==> config.mk <==
export PLATFORM = sky130hd
export DESIGN_NAME = imem_loader
export DESIGN_NICKNAME = d
export VERILOG_FILES = /design/src/rtl/imem_loader.sv
export SDC_FILE = /design/constraint.sdc
export NUM_CORES = 1
export LEC_CHECK = 0
export ABC_AREA = 1
export BUFFER_PORTS_ARGS = -buffer_cell sky130_fd_sc_hd__buf_2
export CAP_MARGIN = 30
export CORE_MARGIN = 1.5
export CORE_UTILIZATION = 49
export DETAILED_ROUTE_END_ITERATION = 7
export HOLD_SLACK_MARGIN = 0.03
export PLACE_DENSITY = 0.78
export SETUP_SLACK_MARGIN = 0.5
export SYNTH_ARGS = -nofsm -noshare
export SYNTH_HDL_FRONTEND = slang
export SYNTH_SLANG_ARGS = --single-unit
==> constraint.sdc <==
create_clock -name clk -period 2 [get_ports clk]
set_input_delay 0.1 -clock clk [delete_from_list [all_inputs] [get_ports clk]]
set_output_delay 0.1 -clock clk [all_outputs]
set_load 0.01 [all_outputs]
==> src/rtl/imem_loader.sv <==
// imem_loader: boot-time program loader for the RV32I instruction memory.
// Receives a byte stream (LEN_LO, LEN_HI, 4*N data bytes LSB first, XOR checksum).
// It assembles little-endian 32-bit words and writes them from address 0 upward.
// The CPU is held in reset until the whole image is present and the checksum matches.
//
// Handshake: a byte transfers on a rising clk edge when rx_valid & rx_ready are
// both 1. rx_ready depends only on the current state, never on rx_valid. A byte
// offered while rx_ready is 0 stays with the sender. While rx_valid is low in an
// accepting state, state, counters and checksum all hold.
module imem_loader #(
    parameter int DEPTH_WORDS = 32,
    parameter int AW          = 32
) (
    input  logic          clk,
    input  logic          reset,
    input  logic          rx_valid,
    input  logic [7:0]    rx_data,
    output logic          rx_ready,
    output logic          imem_we,
    output logic [AW-1:0] imem_waddr,
    output logic [31:0]   imem_wdata,
    output logic          cpu_reset,
    output logic          done,
    output logic          err,
    output logic [2:0]    state_dbg
);

    localparam int WIW = $clog2(DEPTH_WORDS) + 1;

    typedef enum logic [2:0] {
        S_IDLE   = 3'd0,
        S_LEN0   = 3'd1,
        S_LEN1   = 3'd2,
        S_DATA   = 3'd3,
        S_COMMIT = 3'd4,
        S_CSUM   = 3'd5,
        S_DONE   = 3'd6,
        S_ERR    = 3'd7
    } state_t;

    state_t         state;
    state_t         state_nxt;
    logic [15:0]    len;
    logic [1:0]     byte_idx;
    logic [WIW-1:0] word_idx;
    logic [31:0]    word;
    logic [7:0]     csum;

    logic           accept;
    logic [15:0]    len_full;
    logic           last_word;

    assign accept    = rx_valid & rx_ready;
    // The full length, as it will be once the LEN_HI byte on the bus is accepted.
    assign len_full  = {rx_data, len[7:0]};
    // The word being committed is the final one of the image.
    assign last_word = ((16'(word_idx) + 16'd1) == len);

    // The address is word-aligned and zero-extended. The data is the assembled word.
    assign imem_waddr = AW'({word_idx, 2'b00});
    assign imem_wdata = word;
    assign state_dbg  = state;

    // State register
    always_ff @(posedge clk or negedge reset) begin
        if (!reset) begin
            state <= S_IDLE;
        end else begin
            state <= state_nxt;
        end
    end

    // Next-state logic
    always_comb begin
        state_nxt = state;
        case (state)
            S_IDLE:   state_nxt = S_LEN0;
            S_LEN0:   if (accept) state_nxt = S_LEN1;
            S_LEN1: begin
                if (accept) begin
                    if (len_full > 16'(DEPTH_WORDS)) begin
                        state_nxt = S_ERR;
                    end else if (len_full == 16'd0) begin
                        state_nxt = S_CSUM;
                    end else begin
                        state_nxt = S_DATA;
                    end
                end
            end
            S_DATA:   if (accept && byte_idx == 2'd3) state_nxt = S_COMMIT;
            S_COMMIT: state_nxt = last_word ? S_CSUM : S_DATA;
            S_CSUM: begin
                if (accept) begin
                    state_nxt = (rx_data == csum) ? S_DONE : S_ERR;
                end
            end
            S_DONE:   state_nxt = S_DONE;
            S_ERR:    state_nxt = S_ERR;
            default:  state_nxt = S_IDLE;
        endcase
    end

    // State-decoded outputs. The CPU stays in reset everywhere except DONE.
    always_comb begin
        rx_ready  = 1'b0;
        imem_we   = 1'b0;
        done      = 1'b0;
        err       = 1'b0;
        cpu_reset = 1'b1;
        case (state)
            S_LEN0, S_LEN1, S_DATA, S_CSUM: rx_ready = 1'b1;
            S_COMMIT: imem_we = 1'b1;
            S_DONE: begin
                done      = 1'b1;
                cpu_reset = 1'b0;
            end
            S_ERR:    err = 1'b1;
            default:  ;
        endcase
    end

    // Datapath: length capture, word assembly, word counter and running checksum
    always_ff @(posedge clk or negedge reset) begin
        if (!reset) begin
            len      <= '0;
            byte_idx <= '0;
            word_idx <= '0;
            word     <= '0;
            csum     <= '0;
        end else begin
            case (state)
                S_LEN0: begin
                    if (accept) len[7:0] <= rx_data;
                end
                S_LEN1: begin
                    // A fresh image starts at word 0 with an empty checksum.
                    if (accept) begin
                        len[15:8] <= rx_data;
                        byte_idx  <= '0;
                        word_idx  <= '0;
                        csum      <= '0;
                    end
                end
                S_DATA: begin
                    if (accept) begin
                        word[{byte_idx, 3'b000} +: 8] <= rx_data;
                        csum     <= csum ^ rx_data;
                        byte_idx <= byte_idx + 2'd1;
                    end
                end
                S_COMMIT: word_idx <= word_idx + WIW'(1);
                default: ;
            endcase
        end
    end

endmodule

==> reports/metrics.csv, run 1 <==
stage;metric;value;unit
status;status;finished, final reports clean;
cells_and_area;ANT cells;0;
yosys;Seq/Total Area, Yosys;0.462;
critical_path;crit path buf inv count;2;
power_and_ir_drop;VDD IR max;367;uV
sta;# setup viols final;0;
yosys;post-synthesis xor/xnor area fraction;0.0193;
grt;pin count of the biggest net entering global routing;49;
cells_and_area;sequential standard cell area;1680;sq um
sta;Final Max Slew Viols;0;
yosys;largest family of logic cells by synthesized area;simple AND/OR/NAND/NOR gates;
yosys;synth unique cells;36;
cells_and_area;area of the multi-input gates;1820;sq um
place;Placed Instances;596;
drt;1st-pass router iterations;5;
floorplanning;Initial Util;0.503;
grt;first-pass GRT wire length;14000;microns
cells_and_area;fin cells;639;
cells_and_area;commonest non-fill, non-tap cell in the layout;nand2_1;
yosys;mux cell area share after synthesis;0;
place;pre-CTS setup slack;0.343;ns
sta;Tmin final;1.63;ns
cells_and_area;Nets;552;
critical_path;Max stage delay on crit path;0.45;ns
cells_and_area;filler instances;615;
power_and_ir_drop;Leakage;2.54;nW
drt;drt drc;0;
drt;1st-iter DRT viols;243;
cells_and_area;layout overhead on the synthesized area;25.6;%
critical_path;Slowest-stage cell, CP;dfrtp_2;
floorplanning;CORE AREA;7210;sq um
critical_path;CP arrival;1.90;ns
floorplanning;Die W;89.1;microns
sta;fin crit share;0.817;
yosys;synthesized cell area;3630;sq um
place;Post-DP Area;3950;sq um
clock_network;Root Buffer;clkbuf_8;
yosys;Synth Instances;447;
floorplanning;io pins;83;
clock_network;clock buffer count from CTS;9;
place;post-detail-place hpwl;5840;microns
yosys;Synth Area in Adders;0.0207;
floorplanning;Row Count;31;
cells_and_area;final instance area;4560;sq um
floorplanning;DIE AREA;7930;sq um
clock_network;H-tree depth;3;
yosys;syn avg cell area;8.12;sq um
critical_path;kind of critical path;flop to flop;
drt;detailed-route via count;3275;
sta;setup ws final;0.367;ns
critical_path;delay-heaviest family, CP;simple AND/OR/NAND/NOR gates;
place;RePlAce Congestion;0.877;
critical_path;Crit path required time;2.27;ns
yosys;simple-gate share of the synthesized area;0.264;
clock_network;clock slew at reported path FFs;0.08;ns
sta;Setup Skew;0.00692;ns
clock_network;clk_lat worst skew;0.34;ns
place;Port-buffer cells;56;
clock_network;# clock sinks;67;
yosys;Yosys reg bits;67;
sta;post-route setup TNS;0;ns
sta;final hold viol count;0;
sta;fmax;0.612;GHz
drt;WL per Instance;14.6;microns
yosys;synth warn;0;
cells_and_area;layout cells sized above 1;0.311;
drt;Final ANT Viol Nets;0;
critical_path;Critical Path Sink Type;flop;
power_and_ir_drop;pwr/cell area;599;nW/um^2
critical_path;CP dominant cell by count;nand2_1;
drt;via/cell ratio;5.13;
job;# Max-Cap Violations;0;
grt;initial antenna violation count;0;
yosys;Synth Area in Compound Gates;0.108;
sta;final hold slack;0.0938;ns
critical_path;CP Cell Sequence;ha_4 > inv_2 > nand2_1 > nand2_1 > nor3_2 > nand3_1 > nor2_2 > buf_4 > nand3_1 > nand2_1 > nand2_1 > nand2_1;
floorplanning;Die Y;89.1;microns
grt;vias in the first global route;2902;
clock_network;CTS tree;yes;
critical_path;worst-path maximum fanout;5;
grt;Global Route Usage Sum;0.234;
cells_and_area;commonest cells after routing, fill and taps aside;nand2_1, dfrtp_1, buf_2;
grt;GR Overflow Total;0;
drt;final wirelength;9320;microns
sta;RSZ-0062 raised after global routing;yes;
critical_path;CP Launch Type;flop;
hold_path;Hold/Removal Path Class;input port to flop;
clock_network;CTS Buffer Depth;2;
logic make-up after synthesis:
family | after synthesis
adders and majority gates | 6
buffers and inverters | 83
other | 1
AOI/OAI and AO/OA | 75
xor gates and xnor gates | 8
DFF | 67
and+or+nand+nor | 207
stage by stage:
step	total power, W	utilization
floorplan	0.00157	-
global placement	0.00162	0.548
detailed placement	0.00163	0.548
CTS	0.00271	0.588
global route	0.00284	0.632
finish	0.00273	0.632
flip-flops by register name, indices dropped and copies added, names as in the netlist:
| name | count |
|---|---|
| imem_wdata | 32 |
| len | 16 |
| csum | 8 |
| word_idx | 6 |
| state_dbg | 3 |
| byte_idx | 2 |
worst reg2reg max path: stages, from the launching register on:
cell     delay [ns]
dfrtp_2        0.45
ha_4           0.28
inv_2          0.03
nand2_1        0.04
nand2_1        0.06
nor3_2         0.10
nand3_1        0.11
nor2_2         0.14
buf_4          0.12
nand3_1        0.07
nand2_1        0.06
nand2_1        0.04
nand2_1        0.07
final timing paths:
kind                       slack [ns]             end            from  cells past startpoint
setup / recovery                 0.37    state_dbg[2]     word_idx[0]                     12
hold / removal                   0.09  imem_wdata[20]      rx_data[4]                      3
setup reg to reg                 0.37    state_dbg[2]     word_idx[0]                     12
hold reg to reg                  0.49  imem_wdata[25]  imem_wdata[25]                      2
max in group asynchronous        1.07     byte_idx[0]           reset                      3
min in group asynchronous        0.27     word_idx[3]           reset                      2
where the power goes:
part           leakage, nW  internal [W]  switching, W  total [W]
Combinational         1.58     0.0000606      0.000183   0.000244
Clock               0.0971      0.000573      0.000527    0.00110
Sequential           0.866       0.00137     0.0000145    0.00139
synthesized netlist by cell type:
master,number,area share
a21oi_1,11,0.015
a31oi_1,1,0.0017
buf_12,1,0.0055
buf_2,3,0.0041
buf_4,26,0.054
buf_6,1,0.0031
buf_8,1,0.0041
clkbuf_1,3,0.0031
conb_1,1,0.0010
dfrtp_1,67,0.46
ha_1,6,0.021
inv_1,45,0.047
inv_2,2,0.0021
inv_6,1,0.0024
nand2_1,118,0.12
nand2_2,1,0.0017
nand2_4,1,0.0031
nand3_1,42,0.058
nand3_2,1,0.0028
nand3b_1,1,0.0021
nand4_1,1,0.0017
nor2_1,27,0.028
nor2_2,1,0.0017
nor2_4,1,0.0031
nor2_8,5,0.028
nor3_1,6,0.0083
nor3_2,1,0.0028
o211ai_1,1,0.0021
o21ai_0,44,0.061
o21ai_1,12,0.017
o21ai_2,1,0.0024
o21bai_1,1,0.0021
o22ai_1,4,0.0069
or2_2,1,0.0017
xnor2_1,2,0.0048
xor2_1,6,0.014
layer usage:
metal / wire length (microns) / vias to the layer above / part of all wire / track usage
li1: - / 1566 / - / -
met1: 3970 / 1549 / 0.43 / 0.318
met2: 4620 / 137 / 0.50 / 0.373
met3: 489 / 23 / 0.052 / 0.0379
met4: 244 / 0 / 0.026 / 0.101
met5: 0 / - / 0 / 0
layout make-up:
type,instances,share of cell area
timing repair inverter,3,0.00577
clock inverter,5,0.0118
tap,99,0.0272
inverter,48,0.0434
multi-input combinational,324,0.400
timing repair buffer,82,0.113
sequential,67,0.370
clock buffer,11,0.0288
what timing repair did:
action / in CTS / in global routing
pin swaps: 4 / 15
endpoints found under the hold margin: 19 / 0
resized for setup: 14 / 51
gates cloned: 1 / 4
setup buffers: 8 / 13
hold buffers: 1 / 0
endpoints found under the setup margin: 38 / 36
No activity file was read; power rests on OpenSTA's default activity.
==> run 2, diff against run 1 <==
--- a/config.mk
+++ b/config.mk
@@ -5,11 +5,11 @@
 export SDC_FILE = /design/constraint.sdc
 export NUM_CORES = 1
 export LEC_CHECK = 0
-export ABC_AREA = 1
+export ABC_AREA = 0
 export BUFFER_PORTS_ARGS = -buffer_cell sky130_fd_sc_hd__buf_2
 export CAP_MARGIN = 30
 export CORE_MARGIN = 1.5
-export CORE_UTILIZATION = 49
+export CORE_UTILIZATION = 48
 export DETAILED_ROUTE_END_ITERATION = 7
 export HOLD_SLACK_MARGIN = 0.03
 export PLACE_DENSITY = 0.78
==> constraint.sdc (replaced) <==
create_clock -name clk -period 1.4 [get_ports clk]
set_input_delay 0.07 -clock clk [delete_from_list [all_inputs] [get_ports clk]]
set_output_delay 0.07 -clock clk [all_outputs]
set_load 0.01 [all_outputs]
==> reports/metrics.csv, run 2 <==
stage;metric;value;unit;change
yosys;Area contributors post-synth;dfrtp_1, nand2_1, o21ai_0;;unchanged
power_and_ir_drop;Leakage;2.55;nW;was 2.54 nW
power_and_ir_drop;NetSw;0.00440;W;was 0.000724 W
yosys;Synth Area in Compound Gates;0.122;;was 0.108
drt;drt drc;0;;unchanged
drt;1st-iter DRT viols;294;;was 243
power_and_ir_drop;Gate power share;0.563;;was 0.089
place;Port-buffer cells;56;;unchanged
critical_path;CP Launch Type;flop;;unchanged
drt;1st-pass router iterations;6;;was 5
drt;detailed-route via count;3420;;was 3,275
critical_path;CP arrival;2.11;ns;was 1.90 ns
critical_path;worst-path maximum fanout;2;;was 5
drt;WL per Instance;19.1;microns;was 14.6 microns
floorplanning;Initial Util;0.501;;was 0.503
yosys;Synth Area in Adders;0.0218;;was 0.0207
sta;Final Max Slew Viols;0;;unchanged
grt;pin count of the biggest net entering global routing;23;;was 49
cells_and_area;final instance area;5320;sq um;was 4560 sq um
cells_and_area;max FFs per register;32;;unchanged
critical_path;Critical Path Sink Type;flop;;unchanged
yosys;area leader, netlist;dfrtp_1;;unchanged
clock_network;clock slew at reported path FFs;0.07;ns;was 0.08 ns
floorplanning;CORE AREA;6870;sq um;was 7210 sq um
yosys;Yosys reg bits;67;;unchanged
place;Placed Instances;559;;was 596
sta;Worst Tran Pin Value;0.559;ns;
grt;first-pass GRT wire length;14600;microns;was 14,000 microns
clock_network;CTS tree;yes;;unchanged
critical_path;Crit path required time;1.69;ns;was 2.27 ns
power_and_ir_drop;Sw Share;0.404;;was 0.265
yosys;most common cell in the netlist;nand2_1;;unchanged
sta;fin crit share;1.30;;was 0.817
drt;via/cell ratio;5.58;;was 5.13
clock_network;clk_lat worst skew;0.35;ns;was 0.34 ns
grt;vias in the first global route;2989;;was 2,902
sta;final hold slack;-0.303;ns;was 0.0938 ns
yosys;synthesized cell area;3440;sq um;was 3630 sq um
floorplanning;Die W;87.7;microns;was 89.1 microns
hold_path;Hold/Removal Path Class;input port to async pin;;was input port to flop
yosys;Synth top area share;0.487;;was 0.462
clock_network;CTS Buffer Depth;2;;unchanged
yosys;syn avg cell area;9.30;sq um;was 8.12 sq um
sta;setup ws final;-0.421;ns;was 0.367 ns
drt;Final ANT Viol Nets;0;;unchanged
cells_and_area;fin cells;613;;was 639
job;# Max-Cap Violations;0;;unchanged
floorplanning;DIE AREA;7690;sq um;was 7930 sq um
grt;Global Route Usage Sum;0.249;;was 0.234
yosys;top cells by count, synth;nand2_1, dfrtp_1, o21ai_0, buf_4, nand3_1;;was nand2_1, dfrtp_1, inv_1, o21ai_0, nand3_1
yosys;Async SR Flop Fraction;1.00;;unchanged
yosys;EDFF count, synth;0;;unchanged
power_and_ir_drop;Pint;0.00649;W;was 0.00201 W
sta;# setup viols final;60;;was 0
floorplanning;io pins;83;;unchanged
power_and_ir_drop;Clk pwr share;0.129;;was 0.403
floorplanning;Die Y;87.7;microns;was 89.1 microns
status;status;finished, violations left;;was finished, final reports clean
sta;fmax;0.549;GHz;was 0.612 GHz
yosys;Post-synth top flop;dfrtp_1;;unchanged
sta;RSZ-0062 raised after global routing;yes;;unchanged
sta;Tmin final;1.82;ns;was 1.63 ns
cells_and_area;ANT cells;0;;unchanged
cells_and_area;layout cells sized above 1;0.542;;was 0.311
status;failing checks;negative hold slack, negative setup slack;;
clock_network;Root Buffer;clkbuf_8;;unchanged
drt;final wirelength;11700;microns;was 9320 microns
yosys;Seq/Total Area, Yosys;0.487;;was 0.462
floorplanning;Row Count;30;;was 31
sta;final hold viol count;19;;was 0
sta;Setup Skew;0.0113;ns;was 0.00692 ns
power_and_ir_drop;VDD IR max;1160;uV;was 367 uV
clock_network;clock buffer count from CTS;9;;unchanged
yosys;post-synthesis xor/xnor area fraction;0.0458;;was 0.0193
critical_path;kind of critical path;flop to flop;;unchanged
grt;GR Overflow Total;0;;unchanged
yosys;Synth Instances;370;;was 447
place;RePlAce Congestion;0.827;;was 0.877
yosys;largest family of logic cells by synthesized area;simple AND/OR/NAND/NOR gates;;unchanged
yosys;synth unique cells;36;;unchanged
clock_network;H-tree depth;3;;unchanged
grt;initial antenna violation count;0;;unchanged
sta;Slew headroom;0.627;;
power_and_ir_drop;Reg power frac;0.307;;was 0.508
yosys;synth warn;0;;unchanged
cells_and_area;layout overhead on the synthesized area;54.6;%;was 25.6%
yosys;simple-gate share of the synthesized area;0.176;;was 0.264
cells_and_area;Nets;532;;was 552
cells_and_area;commonest cells after routing, fill and taps aside;buf_4, dfrtp_1, buf_2;;was nand2_1, dfrtp_1, buf_2
clock_network;# clock sinks;67;;unchanged
yosys;mux cell area share after synthesis;0.0523;;was 0
place;Post-DP Area;4320;sq um;was 3950 sq um
cells_and_area;commonest non-fill, non-tap cell in the layout;buf_4;;was nand2_1
place;post-detail-place hpwl;6350;microns;was 5840 microns
power_and_ir_drop;pwr/cell area;2050;nW/um^2;was 599 nW/um^2
==> run 2: path summary, 6_finish.rpt <==
check,startpoint,endpoint,slack [ns],cells after the start
max in group asynchronous,reset,len[2],1.03,2
min in group clk,rx_valid,state_dbg[0],0.03,2
worst max register to register,word_idx[0],state_dbg[2],-0.42,6
worst min-delay path,reset,len[5],-0.30,1
worst max-delay path,word_idx[0],state_dbg[2],-0.42,6
worst min register to register,imem_wdata[9],imem_wdata[9],0.49,2
==> run 2: power by group through the flow <==
stage	combinational [W]	clock (W)	sequential, W
2_1_floorplan	0.00272	0	0.00332
6_report	0.00613	0.00141	0.00335
5_1_grt	0.00650	0.00149	0.00341
3_5_place_dp	0.00436	0	0.00324
3_3_place_gp	0.00420	0	0.00322
4_1_cts	0.00485	0.00140	0.00324
==> run 2: final cells by class <==
cell class / count / area [sq um]
clock buffer: 13 / 159
sequential: 67 / 1680
inverter: 13 / 61.3
fill: 436 / 1550
tap: 96 / 120
multi-input combinational: 270 / 2070
timing repair buffer: 154 / 1230
==> run 2: kinds of logic (layout without fill, tap and decap cells) <==
logic type               Yosys count  after routing
multiplexers                      16             16
other                              1             26
XOR/XNOR                          18             18
AND/OR/NAND/NOR                  132            132
adder cells (fa/ha/maj)            6              6
buffers and inverters             58            180
AO/OA/AOI/OAI                     72             72
flip-flops                        67             67
==> run 2: timing repair <==
item / CTS / global route
endpoints found under the setup margin: 113 / 113
buffers inserted: 15 / 22
gates resized for setup: 36 / 124
cloned: 0 / 4
endpoints found under the hold margin: 19 / 19
pin swaps: 7 / 49
==> run 2: stage by stage <==
stage / hold WS (ns) / total power, W / utilization / setup TNS, ns / worst slack (ns)
5_1_grt: -0.276 / 0.0114 / 0.774 / -6.88 / -0.513
6_report: -0.303 / 0.0109 / 0.774 / -4.38 / -0.421
2_1_floorplan: -0.226 / 0.00605 / - / -6.42 / -0.280
3_5_place_dp: 0.0853 / 0.00760 / 0.629 / -4.03 / -0.460
4_1_cts: -0.285 / 0.00949 / 0.679 / -1.61 / -0.435
3_3_place_gp: 0.0853 / 0.00742 / 0.629 / -2.97 / -0.382
==> run 2: critical path: stages (launching register included) <==
cell and delay [ns]:
dfrtp_2 0.43, ha_4 0.27, xor2_2 0.16, nor4_2 0.20
o2111ai_2 0.20, nor4_4 0.32, o32a_2 0.17
==> run 2: per-layer routing <==
layer / up-vias / wire length (microns) / track usage
li1: 1498 / - / -
met1: 1679 / 4390 / 0.330
met2: 194 / 5960 / 0.407
met3: 49 / 866 / 0.0594
met5: - / 0 / 0
met4: 0 / 472 / 0.0779
==> run 3, diff against run 2 <==
--- a/config.mk
+++ b/config.mk
@@ -6,6 +6,7 @@
 export NUM_CORES = 1
 export LEC_CHECK = 0
 export ABC_AREA = 0
+export ABC_CLOCK_PERIOD_IN_PS = 1400
 export BUFFER_PORTS_ARGS = -buffer_cell sky130_fd_sc_hd__buf_2
 export CAP_MARGIN = 30
 export CORE_MARGIN = 1.5
==> constraint.sdc (replaced) <==
create_clock -name clk -period 1.4 [get_ports clk]
set_input_delay 0.07 -clock clk [delete_from_list [all_inputs] [get_ports clk]]
set_output_delay 0.07 -clock clk [all_outputs]
set_load 0.02 [all_outputs]
==> reports/metrics.csv, run 3 (synthesis results as in run 2) <==
stage;metric;value;unit;change
status;status;finished, violations left;;unchanged
status;failing checks;negative setup slack;;was negative hold slack, negative setup slack
floorplanning;CORE AREA;6870;sq um;unchanged
grt;GR Overflow Total;0;;unchanged
sta;Final Max Slew Viols;0;;unchanged
critical_path;worst reg2reg path depth;5;;was 6
floorplanning;DIE AREA;7690;sq um;unchanged
floorplanning;Die Y;87.7;microns;unchanged
sta;RSZ-0062 raised after global routing;yes;;unchanged
sta;final hold viol count;0;;was 19
clock_network;H-tree depth;3;;unchanged
grt;first-pass GRT wire length;18200;microns;was 14,600 microns
cells_and_area;layout overhead on the synthesized area;70.7;%;was 54.6%
critical_path;Critical Path Sink Type;flop;;unchanged
drt;1st-pass router iterations;7;;was 6
place;Post-DP Area;4180;sq um;was 4320 sq um
sta;# setup viols final;71;;was 60
hold_path;Hold/Removal Path Class;input port to flop;;was input port to async pin
clock_network;clk_lat worst skew;0.36;ns;was 0.35 ns
floorplanning;Row Count;30;;unchanged
critical_path;kind of critical path;flop to flop;;unchanged
grt;vias in the first global route;3486;;was 2,989
critical_path;CP arrival;2.28;ns;was 2.11 ns
power_and_ir_drop;Leakage;2.76;nW;was 2.55 nW
grt;GR Layer Usage met1;0.383;;was 0.330
cells_and_area;ANT cells;0;;unchanged
drt;detailed-route via count;3848;;was 3,420
cells_and_area;final instance area;5880;sq um;was 5320 sq um
clock_network;clock buffer count from CTS;9;;unchanged
cells_and_area;commonest non-fill, non-tap cell in the layout;buf_6;;was buf_4
critical_path;critical path depth;5;;was 6
grt;pin count of the biggest net entering global routing;27;;was 23
drt;drt drc;0;;unchanged
cells_and_area;commonest cells after routing, fill and taps aside;buf_6, buf_4, dfrtp_1;;was buf_4, dfrtp_1, buf_2
drt;1st-iter DRT viols;411;;was 294
drt;via/cell ratio;6.12;;was 5.58
critical_path;Crit path required time;1.71;ns;was 1.69 ns
power_and_ir_drop;VDD IR max;1190;uV;was 1160 uV
clock_network;CTS tree;yes;;unchanged
sta;Setup Skew;0.0146;ns;was 0.0113 ns
hold_path;hold path cells;4;;
critical_path;Max stage delay on crit path;0.58;ns;was 0.43 ns
drt;WL per Instance;24.2;microns;was 19.1 microns
sta;final hold slack;0.159;ns;was -0.303 ns
power_and_ir_drop;Tot Pwr;0.0132;W;was 0.0109 W
place;post-detail-place hpwl;6110;microns;was 6350 microns
grt;gr busiest metal;met2;;unchanged
critical_path;crit path buf inv count;0;;unchanged
power_and_ir_drop;pwr/cell area;2250;nW/um^2;was 2050 nW/um^2
cells_and_area;max FFs per register;32;;unchanged
sta;Slew headroom;0.656;;was 0.627
grt;met3 Use GR;0.0622;;was 0.0594
clock_network;CTS Buffer Depth;2;;unchanged
critical_path;delay-heaviest family, CP;simple AND/OR/NAND/NOR gates;;unchanged
sta;Tmin final;1.98;ns;was 1.82 ns
job;# Max-Cap Violations;0;;unchanged
floorplanning;Initial Util;0.501;;unchanged
clock_network;clock slew at reported path FFs;0.09;ns;was 0.07 ns
grt;Global Route Usage Sum;0.317;;was 0.249
cells_and_area;Util after Layout;0.856;;was 0.774
critical_path;Slowest-stage cell, CP;or4_1;;was dfrtp_2
critical_path;CP Launch Type;flop;;unchanged
place;pre-CTS setup slack;-0.444;ns;was -0.460 ns
cells_and_area;layout cells sized above 1;0.595;;was 0.542
sta;fmax;0.506;GHz;was 0.549 GHz
floorplanning;Die W;87.7;microns;unchanged
critical_path;CP Cell Sequence;or4_1 > nor2_2 > xnor2_1 > a311oi_1 > o32a_2;;was ha_4 > xor2_2 > nor4_2 > o2111ai_2 > nor4_4 > o32a_2
grt;M2 GR Usage;0.557;;was 0.407
drt;final wirelength;15200;microns;was 11,700 microns
sta;fin crit share;1.41;;was 1.30
floorplanning;io pins;83;;unchanged
drt;Final ANT Viol Nets;0;;unchanged
clock_network;Root Buffer;clkbuf_8;;unchanged
place;RePlAce Congestion;0.818;;was 0.827
grt;initial antenna violation count;0;;unchanged
critical_path;worst-path maximum fanout;2;;unchanged
sta;Worst Tran Pin Value;0.516;ns;was 0.559 ns
clock_network;# clock sinks;67;;unchanged
cells_and_area;Nets;545;;was 532
sta;setup ws final;-0.577;ns;was -0.421 ns
place;Port-buffer cells;56;;unchanged
## run 3: changes by cell type in the layout (fill, tap and decap cells not counted), sizes merged
cell,previous run,this run
dlygate4sd3,0,2
clkbuf,15,12
inv,13,14
bufinv,0,2
clkinvlp,0,2
clkinv,0,1
buf,152,163
## run 3: timing repair
item	4_1_cts	5_1_grt
endpoints found under the setup margin	113	113
pin swaps	58	61
resized for setup	227	92
buffers inserted	32	20
hold endpoints to repair	19	0
gates cloned	2	3
hold buffers	2	0
## run 3: stage by stage
step,cells,setup TNS (ns)
after global placement,554,-1.90
after CTS,606,-0.812
after global routing,629,-9.17
after floorplan,395,-10.50
final,629,-7.91
after detailed placement,554,-3.72
## run 3: where the power goes
part | switching [W] | internal, W | leakage, nW
Combinational | 0.00402 | 0.00386 | 1.81
Sequential | 0.000807 | 0.00265 | 0.850
Clock | 0.000871 | 0.00101 | 0.103
Total | 0.00570 | 0.00751 | 2.76
## run 3: metal layers
layer	share of wire	wire (microns)	vias up
met3	0.086	1300	124
met5	0	0	-
met1	0.34	5110	1849
li1	-	-	1531
met2	0.50	7550	344
met4	0.083	1260	0
## run 3: worst paths after layout
path / startpoint / end / slack [ns]
max: len[1] / state_dbg[2] / -0.58
min: rx_data[5] / imem_wdata[21] / 0.16
max reg2reg: len[1] / state_dbg[2] / -0.58
min reg2reg: len[12] / len[12] / 0.54
max in group asynchronous: reset / word_idx[3] / 0.64
min in group asynchronous: reset / imem_wdata[2] / 0.20
## run 3: tightest hold or removal path, stage by stage
cell and delay (ns):
buf_2 0.10, buf_4 0.19, nand2_2 0.07, o21ai_2 0.05
## run 3: cell type report
class,count,area (sq um)
timing repair buffer,167,1630
inverter,13,63.8
tap,96,120
clock buffer,10,128
sequential,67,1680
clock inverter,6,88.8
multi-input combinational,270,2160
fill,289,992
